## src/rtl/zp_pkg.sv

```systemverilog
// Shared types and sizing helpers for the zero-padding stream stage.
//   zp_state_e : frame sequencer states
//   out_rows   : padded frame height
//   out_cols   : padded frame width
//   cnt_width  : bits needed to hold values 0..n
package zp_pkg;

  typedef enum logic {
    ZP_IDLE = 1'b0,
    ZP_RUN  = 1'b1
  } zp_state_e;

  function automatic int unsigned out_rows(input int unsigned in_rows,
                                           input int unsigned pad_top,
                                           input int unsigned pad_bot);
    return in_rows + pad_top + pad_bot;
  endfunction

  function automatic int unsigned out_cols(input int unsigned in_cols,
                                           input int unsigned pad_left,
                                           input int unsigned pad_right);
    return in_cols + pad_left + pad_right;
  endfunction

  function automatic int unsigned cnt_width(input int unsigned n);
    return $clog2(n + 1);
  endfunction

endpackage

```

## src/rtl/zp_pos_counter.sv

```systemverilog
// Zero-based 2-D raster position counter (row r, column c).
// Ports:
//   clk, rst : clock, asynchronous active-high reset
//   clr      : synchronous clear to (0,0), has priority over en
//   en       : advance one position (column first, wrapping into the next row)
//   r, c     : current row / column
//   eol      : c is the last column
//   eof      : last column of the last row
module zp_pos_counter
  import zp_pkg::*;
#(
  parameter int unsigned ROWS = 14,
  parameter int unsigned COLS = 17,
  localparam int unsigned RW  = cnt_width(ROWS),
  localparam int unsigned CW  = cnt_width(COLS)
) (
  input  logic          clk,
  input  logic          rst,
  input  logic          clr,
  input  logic          en,
  output logic [RW-1:0] r,
  output logic [CW-1:0] c,
  output logic          eol,
  output logic          eof
);

  assign eol = (c == CW'(COLS - 1));
  assign eof = eol && (r == RW'(ROWS - 1));

  // Position register; wraps back to (0,0) after the last position.
  always_ff @(posedge clk or posedge rst) begin
    if (rst) begin
      r <= '0;
      c <= '0;
    end else if (clr) begin
      r <= '0;
      c <= '0;
    end else if (en) begin
      if (eol) begin
        c <= '0;
        r <= eof ? '0 : r + RW'(1);
      end else begin
        c <= c + CW'(1);
      end
    end
  end

endmodule

```

## src/rtl/zero_pad_stream.sv

```systemverilog
// Streams an IN_ROWS x IN_COLS frame from a show-ahead FIFO and surrounds it
// with independent top/bottom/left/right borders filled with PAD_VAL.
// Ports:
//   clk, rst    : clock, asynchronous active-high reset
//   start       : frame start pulse (honoured in IDLE and on the eof transfer)
//   in_data     : FIFO head word (show-ahead)
//   in_valid    : FIFO not empty
//   in_rdreq    : FIFO pop, only on an accepted interior beat
//   out_data    : padded stream word (combinational from FIFO head)
//   out_valid   : out_data valid
//   out_ready   : downstream accepts
//   out_sol     : beat is column 0
//   out_eol     : beat is the last column
//   out_eof     : beat is the last beat of the frame
//   busy        : frame in progress
//   frame_done  : registered one-cycle pulse after the eof transfer
module zero_pad_stream
  import zp_pkg::*;
#(
  parameter int unsigned WL        = 96,
  parameter int unsigned IN_ROWS   = 12,
  parameter int unsigned IN_COLS   = 15,
  parameter int unsigned PAD_TOP   = 1,
  parameter int unsigned PAD_BOT   = 1,
  parameter int unsigned PAD_LEFT  = 1,
  parameter int unsigned PAD_RIGHT = 1,
  parameter logic [WL-1:0] PAD_VAL = '0
) (
  input  logic          clk,
  input  logic          rst,
  input  logic          start,
  input  logic [WL-1:0] in_data,
  input  logic          in_valid,
  output logic          in_rdreq,
  output logic [WL-1:0] out_data,
  output logic          out_valid,
  input  logic          out_ready,
  output logic          out_sol,
  output logic          out_eol,
  output logic          out_eof,
  output logic          busy,
  output logic          frame_done
);

  localparam int unsigned OUT_ROWS = out_rows(IN_ROWS, PAD_TOP, PAD_BOT);
  localparam int unsigned OUT_COLS = out_cols(IN_COLS, PAD_LEFT, PAD_RIGHT);
  localparam int unsigned RW       = cnt_width(OUT_ROWS);
  localparam int unsigned CW       = cnt_width(OUT_COLS);

  zp_state_e       state_q;
  zp_state_e       state_d;
  logic [RW-1:0]   r;
  logic [CW-1:0]   c;
  logic            cnt_eol;
  logic            cnt_eof;
  logic            xfer;
  logic            row_lo;
  logic            row_hi;
  logic            col_lo;
  logic            col_hi;
  logic            interior;

  // Position within the padded frame; parked at (0,0) while idle.
  zp_pos_counter #(
    .ROWS (OUT_ROWS),
    .COLS (OUT_COLS)
  ) u_pos (
    .clk (clk),
    .rst (rst),
    .clr (state_q == ZP_IDLE),
    .en  (xfer),
    .r   (r),
    .c   (c),
    .eol (cnt_eol),
    .eof (cnt_eof)
  );

  // Interior window decode; a zero leading pad makes the lower bound trivially true.
  if (PAD_TOP == 0) begin : g_row_lo_open
    assign row_lo = 1'b1;
  end else begin : g_row_lo_cmp
    assign row_lo = (r >= RW'(PAD_TOP));
  end

  if (PAD_LEFT == 0) begin : g_col_lo_open
    assign col_lo = 1'b1;
  end else begin : g_col_lo_cmp
    assign col_lo = (c >= CW'(PAD_LEFT));
  end

  assign row_hi   = (r < RW'(PAD_TOP + IN_ROWS));
  assign col_hi   = (c < CW'(PAD_LEFT + IN_COLS));
  assign interior = row_lo && row_hi && col_lo && col_hi;

  // State register.
  always_ff @(posedge clk or posedge rst) begin
    if (rst) begin
      state_q <= ZP_IDLE;
    end else begin
      state_q <= state_d;
    end
  end

  // Next state and beat mux; pad beats never stall, interior beats wait on the FIFO.
  always_comb begin
    state_d   = state_q;
    out_valid = 1'b0;
    out_data  = PAD_VAL;
    in_rdreq  = 1'b0;
    xfer      = 1'b0;
    case (state_q)
      ZP_IDLE: begin
        if (start) begin
          state_d = ZP_RUN;
        end
      end
      ZP_RUN: begin
        if (interior) begin
          out_valid = in_valid;
          out_data  = in_data;
          in_rdreq  = in_valid & out_ready;
        end else begin
          out_valid = 1'b1;
        end
        xfer = out_valid & out_ready;
        // A start coinciding with the final transfer chains straight into the next frame.
        if (xfer && cnt_eof && !start) begin
          state_d = ZP_IDLE;
        end
      end
      default: begin
        state_d = ZP_IDLE;
      end
    endcase
  end

  assign busy    = (state_q == ZP_RUN);
  assign out_sol = busy && (c == '0);
  assign out_eol = busy && cnt_eol;
  assign out_eof = busy && cnt_eof;

  // End-of-frame pulse, one cycle after the eof transfer.
  always_ff @(posedge clk or posedge rst) begin
    if (rst) begin
      frame_done <= 1'b0;
    end else begin
      frame_done <= xfer && cnt_eof;
    end
  end

endmodule

```

## config.mk

```make
export PLATFORM = sky130hd
export DESIGN_NAME = zero_pad_stream
export DESIGN_NICKNAME = d
export VERILOG_FILES = /design/src/rtl/zp_pkg.sv /design/src/rtl/zp_pos_counter.sv /design/src/rtl/zero_pad_stream.sv
export SDC_FILE = /design/constraint.sdc
export NUM_CORES = 1
export LEC_CHECK = 0
export ABC_CLOCK_PERIOD_IN_PS = 3070
export CORE_MARGIN = 2
export CORE_UTILIZATION = 24
export DETAILED_ROUTE_END_ITERATION = 8
export GPL_TIMING_DRIVEN = 0
export PLACE_DENSITY = 0.85
export REMOVE_ABC_BUFFERS = 1
export SLEW_MARGIN = 10
export SYNTH_ARGS = -nofsm -noshare
export SYNTH_HDL_FRONTEND = slang
export SYNTH_SLANG_ARGS = --single-unit
```

## constraint.sdc

```tcl
create_clock -name clk -period 3.07 [get_ports clk]
set_input_delay 0.7675 -clock clk [delete_from_list [all_inputs] [get_ports clk]]
set_output_delay 0.7675 -clock clk [all_outputs]
set_load 0.05 [all_outputs]
```

Word-level counts from Yosys, hierarchy flattened
Cells that the tools add are included.

storage, ports and cells
  register bits = 11
  latch bits = 0
  memory bits (writable) = 0
  bits in read-only memories = 0
  bits of input ports = 101
  output and inout port bits = 103
  logic and storage cells = 48
  memories = 0

cells by class
  add/sub/neg operators = 2
  multipliers = 0
  div/mod/pow operators = 0
  $lt $le $gt $ge = 4
  eq/ne operators = 4
  shifts and indexed selects = 0
  muxes and demuxes = 18
  bitwise logic cells = 3
  reduce and logical (&&, ||, !) cells = 13

operators with widths
  operator               count
  $mux W96               2
  $mux W4                4
  $mux W5                3
  $logic_and A1 B1 Y1    10
  $mux W1                8
  $add A5 B1 Y5 const B  1
  $eq A5 B5 Y1 const B   1
  $ge A5 B1 Y1 const B   1
  $logic_not A5 Y1       1
  $lt A5 B5 Y1 const B   1
  $add A4 B1 Y4 const B  1
  $eq A4 B4 Y1 const B   1
  $ge A4 B1 Y1 const B   1
  $lt A4 B4 Y1 const B   1
  $ne A2 B1 Y1 const B   2
  $and A1 B1 Y1          2
  $pmux W1 S2            1
  $reduce_and A2 Y1      1
  $logic_not A1 Y1       1
  $not A1 Y1             1

Logic depth before layout (Yosys ltp)
Gate-level depths: netlist (run 1).

  word-level depth = 11
  gate-level depth with buffers = 8
  depth with buffers taken out = 6

Modules after synthesis
A second synthesis (run 1) with hierarchy kept.

second synthesis, totals
  cells, all modules = 187
  area, all modules = 1491.4 µm²

modules (own cells, without submodules)
  module           times used  cells each  area each (µm²)  sequential area each (µm²)
  zero_pad_stream  1           129         932.1            50.0
  zp_pos_counter   1           58          559.3            225.2

Worst setup path after synthesis (run 1)
OpenSTA, ideal clock, no wires.

  kind = register to output
  start point = register state_q (netlist: busy)
  end point = output out_sol
  data arrival time = 2.762 ns
  data required time = 2.303 ns
  slack = -0.459 ns
  stages on the path, launching flop included = 3
  path buffers = 0
  path through = dfrtp_1 > clkinv_1 > nor4b_1

between the ends
  cells in the longest elaborated chain, start to end = 1

RTL lines
  item                    line                    source
  start, declared         zero_pad_stream.sv:50   zp_state_e state_q;
  start signal, assigned  zero_pad_stream.sv:100  state_q <= state_d;
  $logic_and A1 B1 Y1     zero_pad_stream.sv:138  assign out_sol = busy && (c == '0);
  end, declared           zero_pad_stream.sv:38   output logic out_sol,

Every way passes these cells.

Final worst setup path (run 1)
  start point = register u_pos.c[0]
  end point = output out_data[94]

between the ends
  cells in the longest elaborated chain, start to end = 5
  elaborated cells on any way between the ends = 6
  those cells by class = order compare: 2; mux: 2; reduce/logical: 2

RTL lines
  item                    line                    source
  start, declared         zp_pos_counter.sv:22    output logic [CW-1:0] c,
  start signal, assigned  zp_pos_counter.sv:43    c <= c + CW'(1);
  $ge A5 B1 Y1            zero_pad_stream.sv:88   assign col_lo = (c >= CW'(PAD_LEFT));
  $logic_and A1 B1 Y1     zero_pad_stream.sv:93   assign interior = row_lo && row_hi && col_lo && col_hi;
  $logic_and A1 B1 Y1 *   zero_pad_stream.sv:93
  $mux W96 *              zero_pad_stream.sv:118  if (interior) begin
  $mux W96 *              zero_pad_stream.sv:111  case (state_q)
  end, declared           zero_pad_stream.sv:35   output logic [WL-1:0] out_data,

Every way passes the cells marked *; elsewhere a longest branch is shown, timed or not.

==> results of run 1 <==
==> per-stage QoR <==
stage	std cells	area [um^2]	hold WS, ps
2_1_floorplan	176	1320	497
3_3_place_gp	451	3450	524
3_5_place_dp	454	3520	528
4_1_cts	465	3880	552
5_1_grt	480	4410	656
6_report	480	4410	597
==> synth_stat cells <==
library cell / number
nand3b_1: 1
or4_4: 1
a21oi_1: 5
nand2b_1: 2
o211ai_1: 1
a32oi_1: 1
o2111ai_1: 1
nor4b_1: 1
ha_1: 6
nor4bb_1: 1
inv_1: 7
clkbuf_1: 12
o2111a_2: 1
nand4b_1: 2
nor3b_1: 1
nand2_1: 4
and2_1: 97
nor2b_1: 1
o21ai_0: 10
nor3_1: 2
nor2_1: 4
dfrtp_1: 11
clkinv_1: 1
or2_2: 1
or4_1: 1
and3_1: 5
nand3_1: 3
mux2i_1: 1
nor3_2: 1
or4b_1: 1
or3_1: 2
==> power groups by stage <==
stage,Clock (W),Sequential [W],Combinational [W]
2_1_floorplan,0,0.000225,0.00191
3_5_place_dp,0,0.000242,0.00306
6_report,0.000149,0.000246,0.00424
5_1_grt,0.000155,0.000253,0.00435
3_3_place_gp,0,0.000235,0.00293
4_1_cts,0.000147,0.000240,0.00357
==> sequential cells by signal (all words and copies together) (netlist names) <==
register,count
busy,1
u_pos.r,4
frame_done,1
u_pos.c,5
==> final timing paths <==
kind	from	to	slack, ps	depth (start not counted)
hold reg to reg	u_pos.r[0]	u_pos.r[0]	600	1
setup reg to reg	u_pos.c[0]	u_pos.c[0]	950	5
min in group asynchronous	rst	u_pos.c[3]	810	2
hold / removal	u_pos.r[0]	u_pos.r[0]	600	1
max in group asynchronous	rst	u_pos.c[0]	1950	2
setup / recovery	u_pos.c[0]	out_data[94]	-210	9
==> metal layers <==
metal	track usage, %	part of all wire, %	up-vias
li1	-	-	1052
met1	28.3	33	1159
met2	53.7	56	104
met3	7.81	7.6	26
met4	8.97	4.0	2
met5	0	0.11	-
==> final cells by class <==
| cell class | count | area, um^2 | share of cell area, % |
|---|---|---|---|
| antenna | 2 | 5.00 | 0.114 |
| tap | 72 | 90.1 | 2.04 |
| sequential | 11 | 277 | 6.27 |
| clock buffer | 4 | 45.0 | 1.02 |
| inverter | 8 | 30.0 | 0.681 |
| multi-input combinational | 157 | 1260 | 28.7 |
| timing repair buffer | 226 | 2700 | 61.2 |
==> logic make-up after synthesis <==
family	synth area share [%]
and+or+nand+nor	60.0
buffers and inverters	5.48
AOI/OAI and AO/OA	8.23
DFF	20.1
adders and majority gates	5.48
muxes	0.731
==> layout by cell type, fill, tap and decap left out, types with 2 or more instances in the layout <==
master,netlist,final
a21oi_1,5,5
and2_1,97,12
and2_4,0,85
and3_1,5,5
buf_16,0,4
buf_4,0,10
buf_6,0,49
buf_8,0,52
clkbuf_16,0,3
clkbuf_2,0,2
clkbuf_8,0,3
clkdlybuf4s50_1,0,102
dfrtp_1,11,10
diode_2,0,2
ha_1,6,5
inv_1,7,6
nand2_1,4,4
nand2b_1,2,2
nand3_1,3,3
nand4b_1,2,2
nor2_1,4,4
nor3_1,2,2
o21ai_0,10,10
or3_1,2,2
==> repair_timing <==
action	in CTS	in global routing
pin swaps	2	53
buffers inserted	4	9
endpoints found under the setup margin	100	99
gates resized for setup	711	131
cloned	3	4
==> results.yml, run 1 <==
sta:
  final-setup-viol-count: 91
  hold_viol: 0
  max_slew_margin_pct: 63.6
  fin_skew_ps: 3.62
  finalSetupTns_ps: -12990
  finalCritPeriodShare_pct: 107
  worst_slack_ps: -214
  worst_slew_pin_slew_ps: 544
  max_clock_freq_mhz: 305
  rsz0062_at_grt: "yes"
  finalMaxSlewViolations: 0
  min_period_ps: 3280
placement:
  hpwl_mm: 7.30
  post-place-ws_ps: -664
  io_buffers: 203
  gp_congestion: 0.854
worst_setup_path:
  critPathSlowestCell: "or4_4"
  arrival_ps: 2520
  cp-end-kind: "output pin"
  crit_family: "simple AND/OR/NAND/NOR gates"
  cp_cell_sequence: "ha_4 -> or4_4 -> o211ai_1 -> nor3_4 -> buf_12 -> buf_16 -> buf_8 -> and2_1 -> buf_6"
  worst-setup-path-type: "reg -> out"
  crit_fanout: 8
  path_buf_inv: 4
  cpPeakStageDelay_ps: 520
  crit_required_ps: 2300
  worst_setup_path_start_kind: "register"
finish:
  fill_cells: 334
  final_core_util_pct: 80.1
  syn2layout_area_growth_pct: 222
  nNetsFinal: 514
  layout-drive-gt1-share_pct: 53.7
pwr:
  internal-power_w: 0.00223
  vdd_drop_max_uv: 651
  power_w: 0.00463
  power.density_nw_per_um2: 1050
  power.share.clock_pct: 3.2
  leakage_nw: 2.06
  p_switching_w: 0.00240
  switching_share_pct: 51.9
  combinationalPowerShare_pct: 91.5
  pwr-share-seq_pct: 5.3
logic_synthesis:
  synth.avg_cell_area_um2: 7.28
  synth-warning-count: 0
  netlist_area_um2: 1370
  ys_types: 31
  ys_ff_latch: 11
  synth_area_leaders: "and2_1 44%, dfrtp_1 20%, ha_1 5.5%"
  synth_top_area_share_pct: 44.3
  ys_seq_area_share_pct: 20.1
  synth_largest_area_cell: "and2_1"
  syn_inst: 188
drt:
  dr.first_iter.drc_count: 92
  wl_per_cell_um: 22.1
  drt-total-wl_mm: 10.6
  vias: 2343
  remaining_drc_errors: 0
  detail-route-antenna-nets: 0
  via_per_inst: 4.88
  drt-pass1-iter-count: 4
clock_network:
  root_buffer: "clkbuf_8"
  cts.clk_slew.worst_paths_ps: 50
  cts_buffers: 3
  clock-sinks: 11
  cts_hold_buf: 0
  cts_tree: "built"
  clk_path_buf_depth: 2
  clock_latency_ps: 240
  cts_max_level: 1
global_route:
  grt_overflow: 0
  grt_pass1_wl_mm: 13.0
  grt_usage_pct: 27.8
  grt_max_degree: 34
  antenna_found_initial: 2
  grt_pass1_vias: 2115
floorplanning:
  pin_count: 204
  coreArea_um2: 5510
  fp.dieW_um: 79.5
  die_area_um2: 6320
  start_util_pct: 24.9
  rows: 27
  die_h_um: 79.5
flow_run:
  cap_violations: 0
status:
  status: "finished, violations left"
  violations: "negative setup slack"
min_path:
  hold_class: "reg -> reg"
(Power assumes the default switching activity.)
==> inputs of run 2 (changes only) <==
--- a/config.mk
+++ b/config.mk
@@ -6,11 +6,11 @@
 export NUM_CORES = 1
 export LEC_CHECK = 0
 export ABC_CLOCK_PERIOD_IN_PS = 3070
-export CORE_MARGIN = 2
+export CORE_MARGIN = 5
 export CORE_UTILIZATION = 24
 export DETAILED_ROUTE_END_ITERATION = 8
 export GPL_TIMING_DRIVEN = 0
-export PLACE_DENSITY = 0.85
+export PLACE_DENSITY_LB_ADDON = 0.12
 export REMOVE_ABC_BUFFERS = 1
 export SLEW_MARGIN = 10
 export SYNTH_ARGS = -nofsm -noshare
==> run 2 against run 1 <==
  * The flow still finishes with violations (negative setup slack)
  * Routed wire length decreased by 1.1%
  * Count of clock-buffer cells in the layout unchanged
  * Sequential share of layout area increased by 0.37 points
  * Critical endpoint is now out_data[66]
  * Largest power group unchanged
==> results.yml, run 2 (synthesis gave the netlist of run 1 again) <==
worst_setup_path:
  crit_required_ps: 2300
  cp-end-kind: "output pin"
  cpPeakStageDelay_ps: 480
  r2r-start: "u_pos.c[0]"
  cpMostUsedCell: "buf_12"
  worst_setup_path_start_kind: "register"
  crit_family: "simple AND/OR/NAND/NOR gates"
  worst-setup-path-type: "reg -> out"
  cp_cell_sequence: "ha_4 -> or4_4 -> o211ai_1 -> nor3_4 -> buf_12 -> buf_12 -> and2_1 -> buf_6"
  worst-r2r-setup-slack_ps: 980
  r2r_cells: 5
  path_buf_inv: 3
  critPathSlowestCell: "or4_4"
  arrival_ps: 2370
  worstReg2RegEnd: "u_pos.c[0]"
  crit_fanout: 25
pwr:
  leakage_nw: 1.91
  power.density_nw_per_um2: 1030
  vdd_drop_max_uv: 628
drt:
  topRoutingLayerUsed: "met5"
  drt-pass1-iter-count: 4
  detail-route-antenna-nets: 0
  vias: 2151
  drt-met1-wl_mm: 3.77
  dr.first_iter.drc_count: 70
  wl_met3_mm: 1.83
  via_per_inst: 4.58
  remaining_drc_errors: 0
  wl_per_cell_um: 22.3
  drt-total-wl_mm: 10.5
  route.met2.wl_mm: 4.78
sta:
  finalMaxSlewViolations: 0
  final-setup-viol-count: 54
  max_clock_freq_mhz: 319
  fin_skew_ps: 5.45
  min_period_ps: 3140
  finalCritPeriodShare_pct: 102
  rsz0062_at_grt: "yes"
  finalSetupTns_ps: -2030
  worst_slew_pin_slew_ps: 560
  max_slew_margin_pct: 62.5
  worst_slack_ps: -65.7
  hold_viol: 0
  hold_ws_ps: 550
global_route:
  grt_usage_pct: 24.5
  grt_overflow: 0
  grt_pass1_wl_mm: 13.4
  grt_pass1_vias: 2051
  grt_max_degree: 40
  antenna_found_initial: 1
floorplanning:
  start_util_pct: 24.7
  rows: 27
  pin_count: 204
  coreArea_um2: 5540
  die_area_um2: 7310
  die_h_um: 85.5
  fp.dieW_um: 85.5
clock_network:
  cts_max_level: 1
  clock-sinks: 11
  root_buffer: "clkbuf_8"
  clock_latency_ps: 240
  cts.clk_slew.worst_paths_ps: 50
  cts_buffers: 3
  cts_tree: "built"
  clk_path_buf_depth: 2
finish:
  largest_reg_flops: 5
  regMostFlops: "u_pos.c"
  layout-drive-gt1-share_pct: 47.2
  most-common-layout-cells: "102 x clkdlybuf4s50_1, 63 x and2_4, 59 x buf_6"
  nNetsFinal: 504
  mostFrequentLayoutCell: "clkdlybuf4s50_1"
  syn2layout_area_growth_pct: 204
  fin_cells: 470
  fill_cells: 408
  reg_top3: "u_pos.c x5, u_pos.r x4"
status:
  violations: "negative setup slack"
  status: "finished, violations left"
min_path:
  min_to: "u_pos.r[1]"
  holdPathStages: 2
  hp-start: "u_pos.r[1]"
  hold_class: "reg -> reg"
placement:
  io_buffers: 203
  post-place-ws_ps: -415
  hpwl_mm: 7.64
  place_inst: 454
  gp_congestion: 0.823
flow_run:
  cap_violations: 0
run 2: how the worst max path moves through the flow:
| stage | to | slack (ps) | cells after the start | from |
|---|---|---|---|---|
| floorplan | in_rdreq | -1240 | 3 | busy |
| global placement | out_data[6] | -2680 | 7 | u_pos.r[0] |
| detailed placement | out_data[77] | -420 | 8 | u_pos.c[0] |
| CTS | out_data[54] | -50 | 8 | u_pos.c[0] |
| global route | out_data[93] | -140 | 8 | u_pos.c[0] |
| finish | out_data[66] | -70 | 8 | u_pos.c[0] |
run 2: power breakdown:
group	total, W	switching, W	internal, W
sequential	0.000244	0.0000597	0.000184
clock	0.000148	0.0000564	0.0000913
combinational	0.00390	0.00221	0.00169
total	0.00429	0.00233	0.00197
run 2: final cells by class:
cell class	instances	area [um^2]	area share [%]
inverter	8	30.0	0.721
multi-input combinational	157	1220	29.2
antenna	2	5.00	0.120
tap	72	90.1	2.16
timing repair buffer	216	2500	60.0
sequential	11	277	6.64
clock buffer	4	45.0	1.08
run 2: worst reg2reg max path, stage by stage, from the launching register on:
cell	delay (ps)
dfrtp_2	440
ha_4	160
or4_4	480
o2111a_2	310
or4_1	480
a21oi_1	130
run 2: routing by layer:
metal | GRT usage [%] | up-vias
li1 | - | 1027
met1 | 27.2 | 978
met2 | 38.0 | 136
met3 | 20.0 | 8
met4 | 1.73 | 2
met5 | 0 | -
run 2: stage by stage:
stage	total power, W	utilization [%]	cell area, um^2
floorplan	0.00214	-	1320
global placement	0.00318	62.2	3450
detailed placement	0.00325	63.1	3500
CTS	0.00324	58.7	3250
global route	0.00446	75.1	4160
finish	0.00429	75.2	4170
run 2: timing repair:
action,CTS,global route
resized for setup,546,319
gates cloned,0,7
hold endpoints to repair,0,0
endpoints found under the setup margin,101,99
pin swaps,1,28
setup buffers,2,1
hold buffers,0,0
